--- src/rtl/fft_stage_seq.sv ---
// One radix-2 DIT stage: buffers a frame, issues butterfly operand pairs with
// twiddle addresses, gathers results in place and streams them out in natural order.
module fft_stage_seq #(
  parameter int DATA_WIDTH = 16,
  parameter int N_LOG2     = 4,
  parameter int STAGE_W    = 3
) (
  input  logic                  clk_data,
  input  logic                  rst,
  input  logic [STAGE_W-1:0]    stage,
  input  logic                  in_valid,
  output logic                  in_ready,
  input  logic [DATA_WIDTH-1:0] in_real,
  input  logic [DATA_WIDTH-1:0] in_imag,
  output logic                  out_valid,
  input  logic                  out_ready,
  output logic [DATA_WIDTH-1:0] out_real,
  output logic [DATA_WIDTH-1:0] out_imag,
  output logic                  out_last,
  output logic                  bf_en,
  output logic [DATA_WIDTH-1:0] bf_xp_real,
  output logic [DATA_WIDTH-1:0] bf_xp_imag,
  output logic [DATA_WIDTH-1:0] bf_xq_real,
  output logic [DATA_WIDTH-1:0] bf_xq_imag,
  output logic [N_LOG2-2:0]     tw_addr,
  input  logic                  bf_valid,
  input  logic [DATA_WIDTH-1:0] bf_yp_real,
  input  logic [DATA_WIDTH-1:0] bf_yp_imag,
  input  logic [DATA_WIDTH-1:0] bf_yq_real,
  input  logic [DATA_WIDTH-1:0] bf_yq_imag
);
  localparam int N    = 1 << N_LOG2;
  localparam int HALF = N / 2;
  localparam int AW   = N_LOG2;

  typedef enum logic [1:0] {LOAD, ISSUE, DRAIN, UNLOAD} state_t;

  state_t              state;
  logic [AW-1:0]       wcnt;
  logic [AW-1:0]       rd;
  logic [AW-2:0]       j;
  logic [AW-1:0]       r;
  logic [STAGE_W-1:0]  s_q;

  logic [DATA_WIDTH-1:0] in_re [N];
  logic [DATA_WIDTH-1:0] in_im [N];
  logic [DATA_WIDTH-1:0] ob_re [N];
  logic [DATA_WIDTH-1:0] ob_im [N];

  logic [AW-1:0]       iss_p, iss_q, cap_p, cap_q;
  logic [AW-2:0]       iss_tw;
  logic [STAGE_W-1:0]  s_next;
  logic                load_beat, cap_en;

  // Lower index of butterfly pair idx in a stage of span 2^s.
  function automatic logic [AW-1:0] low_index(input logic [AW-2:0] idx,
                                              input logic [STAGE_W-1:0] s);
    int si;
    int ji;
    si = int'(s);
    ji = int'(idx);
    return AW'(((ji >> si) << (si + 1)) + (ji & ((1 << si) - 1)));
  endfunction

  function automatic logic [AW-1:0] high_index(input logic [AW-2:0] idx,
                                               input logic [STAGE_W-1:0] s);
    return AW'(int'(low_index(idx, s)) + (1 << int'(s)));
  endfunction

  function automatic logic [AW-2:0] tw_index(input logic [AW-2:0] idx,
                                             input logic [STAGE_W-1:0] s);
    int si;
    int ji;
    si = int'(s);
    ji = int'(idx);
    return (AW-1)'((ji & ((1 << si) - 1)) << (N_LOG2 - 1 - si));
  endfunction

  always_comb begin
    iss_p     = low_index(j, s_q);
    iss_q     = high_index(j, s_q);
    iss_tw    = tw_index(j, s_q);
    cap_p     = low_index(r[AW-2:0], s_q);
    cap_q     = high_index(r[AW-2:0], s_q);
    s_next    = (int'(stage) >= N_LOG2) ? STAGE_W'(N_LOG2 - 1) : stage;
    load_beat = (state == LOAD) && in_valid;
    cap_en    = ((state == ISSUE) || (state == DRAIN)) && bf_valid && (r != AW'(HALF));
  end

  assign in_ready  = (state == LOAD);
  assign out_valid = (state == UNLOAD);
  assign out_last  = (state == UNLOAD) && (rd == AW'(N - 1));
  assign out_real  = (state == UNLOAD) ? ob_re[rd] : '0;
  assign out_imag  = (state == UNLOAD) ? ob_im[rd] : '0;

  // Buffer storage carries no reset; its contents after reset are don't-care.
  always_ff @(posedge clk_data) begin
    if (!rst && load_beat) begin
      in_re[wcnt] <= in_real;
      in_im[wcnt] <= in_imag;
    end
    if (!rst && cap_en) begin
      ob_re[cap_p] <= bf_yp_real;
      ob_im[cap_p] <= bf_yp_imag;
      ob_re[cap_q] <= bf_yq_real;
      ob_im[cap_q] <= bf_yq_imag;
    end
  end

  always_ff @(posedge clk_data) begin
    if (rst) begin
      state      <= LOAD;
      wcnt       <= '0;
      rd         <= '0;
      j          <= '0;
      r          <= '0;
      s_q        <= '0;
      bf_en      <= 1'b0;
      tw_addr    <= '0;
      bf_xp_real <= '0;
      bf_xp_imag <= '0;
      bf_xq_real <= '0;
      bf_xq_imag <= '0;
    end else begin
      bf_en <= 1'b0;
      if (cap_en) r <= r + 1'b1;
      case (state)
        LOAD: begin
          if (in_valid) begin
            if (wcnt == '0) s_q <= s_next;
            wcnt <= wcnt + 1'b1;
            if (wcnt == AW'(N - 1)) begin
              state <= ISSUE;
              j     <= '0;
            end
          end
        end
        ISSUE: begin
          // Operands and ROM address leave together; the ROM's own register
          // delays the factor by one cycle, which the butterfly expects.
          bf_en      <= 1'b1;
          tw_addr    <= iss_tw;
          bf_xp_real <= in_re[iss_p];
          bf_xp_imag <= in_im[iss_p];
          bf_xq_real <= in_re[iss_q];
          bf_xq_imag <= in_im[iss_q];
          j          <= j + 1'b1;
          if (j == (AW-1)'(HALF - 1)) state <= DRAIN;
        end
        DRAIN: begin
          if ((r == AW'(HALF)) || (cap_en && (r == AW'(HALF - 1)))) state <= UNLOAD;
        end
        UNLOAD: begin
          if (out_ready) begin
            rd <= rd + 1'b1;
            if (rd == AW'(N - 1)) begin
              state <= LOAD;
              r     <= '0;
              wcnt  <= '0;
            end
          end
        end
        default: state <= LOAD;
      endcase
    end
  end
endmodule

--- config.mk ---
export PLATFORM = sky130hd
export DESIGN_NAME = fft_stage_seq
export DESIGN_NICKNAME = d
export VERILOG_FILES = /design/src/rtl/fft_stage_seq.sv
export SDC_FILE = /design/constraint.sdc
export NUM_CORES = 2
export LEC_CHECK = 0
export BUFFER_PORTS_ARGS = -buffer_cell sky130_fd_sc_hd__clkbuf_2
export CAP_MARGIN = 5
export CORE_MARGIN = 4
export CORE_UTILIZATION = 56
export DETAILED_ROUTE_END_ITERATION = 10
export GPL_TIMING_DRIVEN = 0
export PLACE_DENSITY = 0.74
export SYNTH_ARGS = -nofsm -noshare
export SYNTH_HDL_FRONTEND = slang
export SYNTH_SLANG_ARGS = --single-unit
export TNS_END_PERCENT = 1
--- constraint.sdc ---
create_clock -name clk_data -period 6.55 [get_ports clk_data]
set_clock_uncertainty 0.15 [all_clocks]
set_input_delay 0.9825 -clock clk_data [delete_from_list [all_inputs] [get_ports clk_data]]
set_output_delay 0.9825 -clock clk_data [all_outputs]
set_load 0.05 [all_outputs]
==> impl_metrics.env <==
export IMPL_pre_cts_ws_ns=-0.937
export IMPL_worst_slack_ns=-0.00428
export IMPL_area_delta_synth_final_pct=14.8
export IMPL_p_per_area_nw_per_um2=300
export IMPL_num_rows=113
export IMPL_synth_area_leaders="edfxtp_1 (57%), mux4_2 (17%), mux2_2 (10%)"
export IMPL_syn_inst=2962
export IMPL_antenna_left=0
export IMPL_wl_um=161000
export IMPL_antenna_found_initial=21
export IMPL_yosys_top_cells_count="edfxtp_1 (1024), mux2_2 (484), mux4_2 (416)"
export IMPL_finalPower_mw=18.5
export IMPL_path_cells="clkbuf_1 > inv_1 > ha_1 > nor2b_1 > nor2b_1 > and3_1 > ha_1 > inv_1 > fa_1 > xor2_1 > inv_1 > ha_1 > xor2_2 > buf_1 > mux2i_1 > nor3_1 > a311o_1"
export IMPL_outcome="finished with violations"
export IMPL_finalCriticalPeriod_ns=6.55
export IMPL_routed_via_density=6.94
export IMPL_hpwl_um=107000
export IMPL_ys_flop_type="edfxtp_1"
export IMPL_setup_worst_path_start_class="flop"
export IMPL_stdcell_count=4722
export IMPL_path_max_fanout=10
export IMPL_relSlewSlack_pct=12.9
export IMPL_gr_usage_all_layers_pct=31.6
export IMPL_slowest_stage="buf_1"
export IMPL_worstPathRequired_ns=7.00
export IMPL_path_buf_inv=5
export IMPL_routedWlPerCell_um=34.1
export IMPL_die_x_um=318
export IMPL_fin_util_pct=64.9
export IMPL_slowest_delay_ns=0.94
export IMPL_fmax_mhz=153
export IMPL_grt_pass1_vias=34006
export IMPL_clk_pin_slew_ns=0.06
export IMPL_violations="setup timing"
export IMPL_numCtsBuffers=113
export IMPL_syn_nets=3100
export IMPL_drt_pass1_iterations=8
export IMPL_vias=32770
export IMPL_syn_area_sq_um=53900
export IMPL_worstReg2RegStart="s_q[2]"
export IMPL_hold_violations=0
export IMPL_drcViolationCount=0
export IMPL_slew_viol_final=0
export IMPL_p_leak_nw=20.3
export IMPL_drv_cap=0
export IMPL_synth_edf_count=1024
export IMPL_nets=3478
export IMPL_synth_seq_area_share_pct=60.5
export IMPL_fin_tns_setup_ns=-0.00428
export IMPL_grt_pass1_wl_um=232000
export IMPL_synth_top_cell_area_share_pct=57.0
export IMPL_synth_async_reset_ratio_pct=0
export IMPL_yosysMostFrequentCell="edfxtp_1"
export IMPL_cp_arrival_ns=7.00
export IMPL_clockBufferDepth=3
export IMPL_yosysTopAreaCell="edfxtp_1"
export IMPL_ys_ff_latch=1116
export IMPL_drt_iter0_drc=4685
export IMPL_setup_viol=1
export IMPL_htreeDepth=3
export IMPL_finalWeightedCongestion=0.876
export IMPL_hold_start="bf_xp_real[3]"
export IMPL_die_area_sq_um=101000
export IMPL_drive_above_1_share_pct=44.4
export IMPL_clock_latency_ns=0.75
export IMPL_grt_max_degree=22
export IMPL_synth_avg_cell_area_sq_um=18.2
export IMPL_clock_sinks=1116
export IMPL_fin_crit_sh_pct=100
export IMPL_cts_root_buf="clkbuf_16"
export IMPL_worst_pin_slew_ns=1.31
export IMPL_path_delay_family="buffers and inverters"
export IMPL_ys_types=62
export IMPL_critPathLaunch="s_q[2]"
export IMPL_endpoint_kind="flop"
export IMPL_cts_tree="yes"
export IMPL_grt_overflow=0
export IMPL_start_util_pct=56.6
export IMPL_path_class="reg -> reg"
export IMPL_fp_coreArea_sq_um=95300
export IMPL_ys_warn_count=0
export IMPL_rsz0062_at_grt="true"
export IMPL_peakVddDrop_v=0.000328
export IMPL_pin_count=207
export IMPL_dp_cells=4486
export IMPL_hold_class="reg -> reg"
export IMPL_portBuffers=205
export IMPL_fp_dieH_um=318
[power by group]
group	switching [mW]	total, mW	leakage, nW	internal (mW)
sequential	0.182	8.24	9.96	8.06
clock	2.85	6.66	1.88	3.82
combinational	2.24	3.63	8.43	1.39
[routing by layer]
metal	share of wire [%]	vias to the layer above	track usage, %
li1	-	13017	-
met1	34	16798	39.1
met2	49	2403	52.0
met3	11	542	7.63
met4	5.6	10	16.4
met5	0.041	-	0
[sequential cells by signal, indices dropped and copies added, names as in the netlist, named ones only]
| register | count |
|---|---|
| in_re | 256 |
| bf_en | 1 |
| wcnt | 4 |
| bf_xp_imag | 16 |
| bf_xq_real | 16 |
| bf_xp_real | 16 |
| in_im | 256 |
| tw_addr | 3 |
| ob_im | 256 |
| rd | 4 |
| j | 3 |
| bf_xq_imag | 16 |
| ob_re | 256 |
| state | 2 |
| r | 4 |
| s_q | 3 |
[tightest hold or removal path: stages (launching register included)]
cell,delay [ns]
dfxtp_1,0.31
nor2_1,0.08
a211oi_1,0.05
[kinds of logic (layout without fill, tap and decap cells)]
family / after synthesis / in the layout / share of synthesized area (%)
DFF: 1116 / 1116 / 60.5
muxes: 1035 / 1035 / 30.6
buffers and inverters: 303 / 781 / 2.39
and+or+nand+nor: 290 / 290 / 2.82
AOI/OAI and AO/OA: 161 / 161 / 2.39
adders and majority gates: 34 / 34 / 0.845
xor gates and xnor gates: 23 / 23 / 0.462
other: 0 / 17 / 0
[what timing repair did]
action,CTS,global route
resized for setup,10,17
endpoints found under the setup margin,65,814
setup buffers,0,2
pin swaps,0,0
hold endpoints to repair,0,0
hold buffers,0,0
[metrics by stage]
step	hold WS, ns	instance area [sq um]
6_report	0.342	61900
2_1_floorplan	0.318	53900
3_5_place_dp	0.338	57800
4_1_cts	0.347	61700
3_3_place_gp	0.322	56500
5_1_grt	0.364	61900
[placed cells by master, fill, tap and decap left out, drive strengths merged, types with 5 or more instances in the layout]
cell	Yosys	final
mux2i	42	42
nor2	90	90
a21o	6	6
a211oi	34	34
dfxtp	92	92
ha	30	30
nand2	34	34
bufinv	0	10
a222oi	32	32
xnor2	9	9
xor2	13	13
diode	0	17
o21ai	20	20
mux2	577	577
buf	94	154
and3	9	9
a311o	32	32
inv	28	32
a21oi	18	18
and2	38	38
nor3b	33	33
mux4	416	416
nand3	18	18
nor3	40	40
o22ai	5	5
clkinv	0	38
edfxtp	1024	1024
nor2b	7	7
clkbuf	181	543
nand2b	9	9
[cell type report]
type | instances | area (sq um)
repair buffers | 264 | 2130
plain buffers | 274 | 1190
clock inverters | 56 | 638
fillers | 6385 | 33400
flip-flops and latches | 1116 | 32600
clock buffers | 159 | 3200
diodes | 17 | 42.5
well taps | 1265 | 1580
multi-input cells | 1543 | 20400
inverters | 28 | 105
[worst paths after layout]
path,endpoint,slack (ns),depth (start not counted)
worst min-delay path,bf_xp_real[3],0.34,2
worst max register to register,bf_xq_imag[8],-0.004,17
worst min register to register,bf_xp_real[3],0.34,2
worst max-delay path,bf_xq_imag[8],-0.004,17
Power figures use the tool's default switching activity.
